$ cat src/rtl/uart_debug_loader.sv
// uart_debug_loader: 8N1 UART receiver that decodes host frames into debug-port word writes.
module uart_debug_loader #(
    parameter int CLKS_PER_BIT = 174,
    parameter int TIMEOUT_CLKS = 1_000_000
) (
    input  logic        clk,
    input  logic        reset,
    input  logic        rx_i,
    output logic        debug_o,
    output logic [31:0] debug_addr_o,
    output logic [31:0] debug_data_o,
    output logic        debug_imem_o,
    output logic        debug_we_o,
    output logic        rx_err_o
);
    localparam int CW = $clog2(CLKS_PER_BIT);
    localparam int TW = $clog2(TIMEOUT_CLKS + 1);
    localparam logic [CW-1:0] BIT_END  = CW'(CLKS_PER_BIT - 1);
    localparam logic [CW-1:0] HALF_END = CW'(CLKS_PER_BIT / 2 - 1);
    localparam logic [TW-1:0] TMO      = TW'(TIMEOUT_CLKS);

    typedef enum logic [1:0] {IDLE, START, DATA, STOP} rx_state_t;
    typedef enum logic [1:0] {P_CMD, P_ADDR, P_DATA} p_state_t;

    logic rx_meta_q, rx_sync_q, rx_prev_q;
    rx_state_t rx_state_q, rx_state_d;
    logic [CW-1:0] cnt_q, cnt_d;
    logic [2:0] bit_q, bit_d;
    logic [7:0] shift_q, shift_d;
    logic byte_valid, frame_err;
    p_state_t p_state_q, p_state_d;
    logic [1:0] idx_q, idx_d;
    logic [31:0] abuf_q, abuf_d, dbuf_q, dbuf_d, addr_q, addr_d, data_q, data_d;
    logic ibuf_q, ibuf_d, imem_q, imem_d, debug_q, debug_d, we_q, we_d, err_q, err_d;
    logic [TW-1:0] tmo_q, tmo_d;

    always_comb begin
        rx_state_d = rx_state_q;
        cnt_d      = cnt_q + CW'(1);
        bit_d      = bit_q;
        shift_d    = shift_q;
        byte_valid = 1'b0;
        frame_err  = 1'b0;
        case (rx_state_q)
            IDLE: begin
                cnt_d = '0;
                if (rx_prev_q && !rx_sync_q) rx_state_d = START;
            end
            START: if (cnt_q == HALF_END) begin
                cnt_d      = '0;
                bit_d      = '0;
                rx_state_d = rx_sync_q ? IDLE : DATA;
            end
            DATA: if (cnt_q == BIT_END) begin
                cnt_d   = '0;
                shift_d = {rx_sync_q, shift_q[7:1]};
                bit_d   = bit_q + 3'd1;
                if (bit_q == 3'd7) rx_state_d = STOP;
            end
            STOP: if (cnt_q == BIT_END) begin
                cnt_d      = '0;
                rx_state_d = IDLE;
                byte_valid = rx_sync_q;
                frame_err  = !rx_sync_q;
            end
            default: rx_state_d = IDLE;
        endcase
    end

    always_comb begin
        p_state_d = p_state_q;
        idx_d     = idx_q;
        abuf_d    = abuf_q;
        dbuf_d    = dbuf_q;
        ibuf_d    = ibuf_q;
        addr_d    = addr_q;
        data_d    = data_q;
        imem_d    = imem_q;
        debug_d   = debug_q;
        we_d      = 1'b0;
        err_d     = 1'b0;
        // The idle timer only advances between bytes; a byte in flight freezes it.
        tmo_d = (p_state_q == P_CMD || byte_valid) ? '0 :
                (rx_state_q == IDLE) ? tmo_q + TW'(1) : tmo_q;
        if (frame_err) begin
            err_d     = 1'b1;
            p_state_d = P_CMD;
        end else if (tmo_q == TMO) begin
            err_d     = 1'b1;
            p_state_d = P_CMD;
            tmo_d     = '0;
        end else if (byte_valid) begin
            case (p_state_q)
                P_CMD: if (shift_q == 8'hA5 || shift_q == 8'h5A) begin
                    ibuf_d    = shift_q == 8'hA5;
                    debug_d   = 1'b1;
                    idx_d     = '0;
                    p_state_d = P_ADDR;
                end else if (shift_q == 8'hC3) debug_d = 1'b0;
                else err_d = 1'b1;
                P_ADDR: begin
                    abuf_d[{idx_q, 3'b000} +: 8] = shift_q;
                    idx_d = idx_q + 2'd1;
                    if (idx_q == 2'd3) p_state_d = P_DATA;
                end
                P_DATA: begin
                    dbuf_d[{idx_q, 3'b000} +: 8] = shift_q;
                    idx_d = idx_q + 2'd1;
                    if (idx_q == 2'd3) begin
                        p_state_d = P_CMD;
                        we_d      = 1'b1;
                        addr_d    = abuf_q;
                        data_d    = {shift_q, dbuf_q[23:0]};
                        imem_d    = ibuf_q;
                    end
                end
                default: p_state_d = P_CMD;
            endcase
        end
    end

    always_ff @(posedge clk or negedge reset) begin
        if (!reset) begin
            rx_meta_q  <= 1'b1;
            rx_sync_q  <= 1'b1;
            rx_prev_q  <= 1'b1;
            rx_state_q <= IDLE;
            cnt_q      <= '0;
            bit_q      <= '0;
            shift_q    <= '0;
            p_state_q  <= P_CMD;
            idx_q      <= '0;
            abuf_q     <= '0;
            dbuf_q     <= '0;
            ibuf_q     <= 1'b0;
            addr_q     <= '0;
            data_q     <= '0;
            imem_q     <= 1'b0;
            debug_q    <= 1'b0;
            we_q       <= 1'b0;
            err_q      <= 1'b0;
            tmo_q      <= '0;
        end else begin
            rx_meta_q  <= rx_i;
            rx_sync_q  <= rx_meta_q;
            rx_prev_q  <= rx_sync_q;
            rx_state_q <= rx_state_d;
            cnt_q      <= cnt_d;
            bit_q      <= bit_d;
            shift_q    <= shift_d;
            p_state_q  <= p_state_d;
            idx_q      <= idx_d;
            abuf_q     <= abuf_d;
            dbuf_q     <= dbuf_d;
            ibuf_q     <= ibuf_d;
            addr_q     <= addr_d;
            data_q     <= data_d;
            imem_q     <= imem_d;
            debug_q    <= debug_d;
            we_q       <= we_d;
            err_q      <= err_d;
            tmo_q      <= tmo_d;
        end
    end

    assign debug_o      = debug_q;
    assign debug_addr_o = addr_q;
    assign debug_data_o = data_q;
    assign debug_imem_o = imem_q;
    assign debug_we_o   = we_q;
    assign rx_err_o     = err_q;
endmodule

$ cat config.mk
export PLATFORM = sky130hd
export DESIGN_NAME = uart_debug_loader
export DESIGN_NICKNAME = d
export VERILOG_FILES = /design/src/rtl/uart_debug_loader.sv
export SDC_FILE = /design/constraint.sdc
export NUM_CORES = 1
export LEC_CHECK = 0
export ABC_AREA = 1
export ABC_CLOCK_PERIOD_IN_PS = 3400
export CAP_MARGIN = 40
export CORE_MARGIN = 2
export CORE_UTILIZATION = 50
export CTS_CLUSTER_SIZE = 40
export DETAILED_ROUTE_END_ITERATION = 6
export PLACE_DENSITY = 0.71
export SKIP_LAST_GASP = 1
export SLEW_MARGIN = 5
export SYNTH_ARGS = -nofsm -noshare
export SYNTH_HDL_FRONTEND = slang
export SYNTH_SLANG_ARGS = --single-unit
$ cat constraint.sdc
create_clock -name clk -period 3.4 [get_ports clk]
set_input_delay 0.85 -clock clk [delete_from_list [all_inputs] [get_ports clk]]
set_output_delay 0.85 -clock clk [all_outputs]
set_load 0.01 [all_outputs]
==> metrics.yaml <==
nets: 1032
avgSynthCellArea_um2: 8.34
setup-tns-final_ps: 0
wire_per_inst_um: 14.6
grt_pass1_wl_um: 30000
hold_viol: 0
grt_remaining_overflow: 0
die_w_um: 130
p_int_w: 0.00339
gr-usage-met1: 0.305
setup_violations: 0
cts-root-buf: "clkbuf_16"
ys_seq_area_frac: 0.543
finalCritPeriodShare: 0.753
cp_cell_sequence: "inv_1 > ha_1 > nand2_1 > nor2_1 > nand4_2 > nor2_2 > nand3_1 > nand2_1 > nand2_1"
final.min_clock_period_ps: 2560
swShare: 0.226
place_congestion: 0.890
post-cts-setup-buffers: 0
ant_nets: 0
htreeDepth: 4
hold_class: "reg2reg"
synth_cell_types: 33
power.total_w: 0.00438
yosys_warnings: 0
postCtsResizedCells: 0
drtIter0Drc: 605
fmax_ghz: 0.390
cp_slowest_stage_delay_ps: 620
rsz0062_at_grt: "no"
diodes: 0
cp-end-kind: "flop"
synth_xor_area_frac: 0.00987
synthMostInstantiatedCell: "nand2_1"
cts_sinks: 173
r2r_slack_ps: 840
p_seq_frac: 0.487
num_vias: 6579
fillerInstances: 1424
synth_compound_area_frac: 0.0321
cts_buffers: 17
power_frac_comb: 0.053
ir_worst_vdd_uv: 347
dpl.hpwl_um: 12700
insertion_delay_ps: 430
netlist_top_cells_area: "dfrtp_1 (53%), nand2_1 (16%), nand4_1 (7.8%)"
die_y_um: 130
drv_cap: 0
dieArea_mm2: 0.0170
drv_slew: 0
cpMaxStageDelayCell: "nor2_2"
dpl_cell_area_mm2: 0.00887
synth-main-ff-cell: "dfrtp_1"
synth_top_area_frac: 0.533
yosysTopAreaCell: "dfrtp_1"
ioPinCount: 71
place_inst: 1210
status: "finished clean"
grt_use_met3: 0.0464
antenna_found_initial: 0
synth-simple-area-share: 0.331
busiest_layer: "met2"
p_sw_w: 0.000988
port_buffers: 70
floorplan.initialDensity: 0.506
relSlewSlack: 0.509
muxShareOfSynthArea: 0
skew_ps: 15.7
hold_ws_ps: 365
synthAdderAreaFrac: 0.0251
p_leak_nw: 4.60
synth_top_family_by_area: "simple AND/OR/NAND/NOR gates"
crit_arrival_ps: 2880
grt.total_usage: 0.227
grt_start_max_net_pins: 73
vias_per_cell: 5.30
clk_pin_slew_ps: 70
powerDensity_mw_per_mm2: 462
grt_pass1_vias: 6162
first_pass_iters: 5
critPathLaunchType: "flop"
grt_util_met2: 0.371
crit_path_frequent_cell: "nand2_1"
tritoncts: "done"
async_flop_share: 1.00
fin_cells: 1242
syn2layout_area_growth_pct: 18.7
crit_fanout: 19
synth_edf_count: 0
syn_nets: 977
crit_required_ps: 3720
ys_top_cells_by_count: "nand2_1 (346), dfrtp_1 (170), nand4_1 (100)"
tightest_slew_ps: 733
setup.worst_path.class: "reg2reg"
clockPowerShare: 0.460
syn-cell-area_mm2: 0.00799
syn_inst: 958
stdcell_area_mm2: 0.00948
drive_above_1_share: 0.0604
cts_max_path_buffers: 2
core_mm2: 0.0158
ys_seq_elements: 173
drc: 0
totalWireLength_um: 18100
rows: 46
hold_buffers: 0
-- metal layers --
| layer | wire length [um] | share of wire |
|---|---|---|
| met1 | 7990 | 0.44 |
| met2 | 8740 | 0.48 |
| met3 | 895 | 0.049 |
| met4 | 457 | 0.025 |
| met5 | 0 | 0 |
-- placed cells by master (no fill, tap or decap), drive strengths merged --
| cell type | count |
|---|---|
| clkinv | 4 |
| o21bai | 1 |
| xnor2 | 4 |
| nor2 | 84 |
| o31ai | 2 |
| nor4 | 3 |
| nand3b | 2 |
| clkdlybuf4s50 | 69 |
| nand2 | 346 |
| or2 | 1 |
| nand3 | 45 |
| dfrtp | 170 |
| bufinv | 4 |
| o21ai | 29 |
| clkinvlp | 2 |
| a31oi | 1 |
| a21oi | 15 |
| clkbuf | 22 |
| inv | 71 |
| and3 | 1 |
| o211ai | 1 |
| xor2 | 5 |
| nand4 | 101 |
| buf | 9 |
| dfstp | 3 |
| nor3 | 14 |
| nor3b | 1 |
| ha | 16 |
-- metrics by stage --
| step | util | setup WS, ps |
|---|---|---|
| after global placement | 0.562 | 983 |
| final | 0.601 | 838 |
| after detailed placement | 0.562 | 895 |
| after global routing | 0.601 | 610 |
| after floorplan | - | 1600 |
| after CTS | 0.601 | 865 |
-- logic make-up (layout without fill, tap and decap cells) --
group                    Yosys count  count (layout)
adder cells (fa/ha/maj)           16              16
AND/OR/NAND/NOR                  598             598
buffers and inverters            113             181
XOR/XNOR                           9               9
AO/OA/AOI/OAI                     49              49
flip-flops                       173             173
-- power groups by stage --
| stage | Sequential, W | Combinational [W] | Clock (W) |
|---|---|---|---|
| floorplan | 0.00216 | 0.000153 | 0 |
| global placement | 0.00216 | 0.000238 | 0 |
| detailed placement | 0.00217 | 0.000236 | 0 |
| CTS | 0.00213 | 0.000237 | 0.00206 |
| global route | 0.00213 | 0.000278 | 0.00213 |
| finish | 0.00213 | 0.000233 | 0.00201 |
-- critical path, delay by kind of cell (launching register included) --
kind / cells / cell delay (ps)
adder cells (fa/ha/maj): 1 / 130
buffers and inverters: 1 / 70
flip-flops: 1 / 410
AND/OR/NAND/NOR: 7 / 1830
-- cell type report --
cell class	instances	area, um^2	area share
Tap cell	216	270	0.0285
Clock buffer	22	444	0.0469
Inverter	71	267	0.0281
Sequential cell	173	4330	0.457
Timing Repair Buffer	78	800	0.0844
Clock inverter	10	166	0.0176
Multi-Input combinational cell	672	3200	0.337
-- path summary, 6_finish.rpt --
kind                                startpoint                     endpoint  depth (start not counted)
setup / recovery            cnt_q[1]$_DFF_PN0_       dbuf_q[20]$_DFFE_PN0P_                          9
hold / removal             rx_meta_q$_DFF_PN1_          rx_sync_q$_DFF_PN1_                          0
setup reg to reg            cnt_q[1]$_DFF_PN0_       dbuf_q[20]$_DFFE_PN0P_                          9
hold reg to reg            rx_meta_q$_DFF_PN1_          rx_sync_q$_DFF_PN1_                          0
max in group asynchronous                reset        abuf_q[6]$_DFFE_PN0P_                          2
min in group asynchronous                reset  debug_addr_o[4]$_DFFE_PN0P_                          1
-- registers in the layout, summed over array words and instances, names as in the netlist, named ones only --
signal and count:
cnt_q 8, rx_sync_q 1, ibuf_q 1, dbuf_q 24
debug_we_o 1, debug_addr_o 32, debug_imem_o 1, shift_q 8
abuf_q 32, rx_meta_q 1, tmo_q 20, rx_err_o 1
debug_o 1, idx_q 2, debug_data_o 32, rx_prev_q 1
p_state_q 2, bit_q 3, rx_state_q 1
No activity file was read; power rests on OpenSTA's default activity.
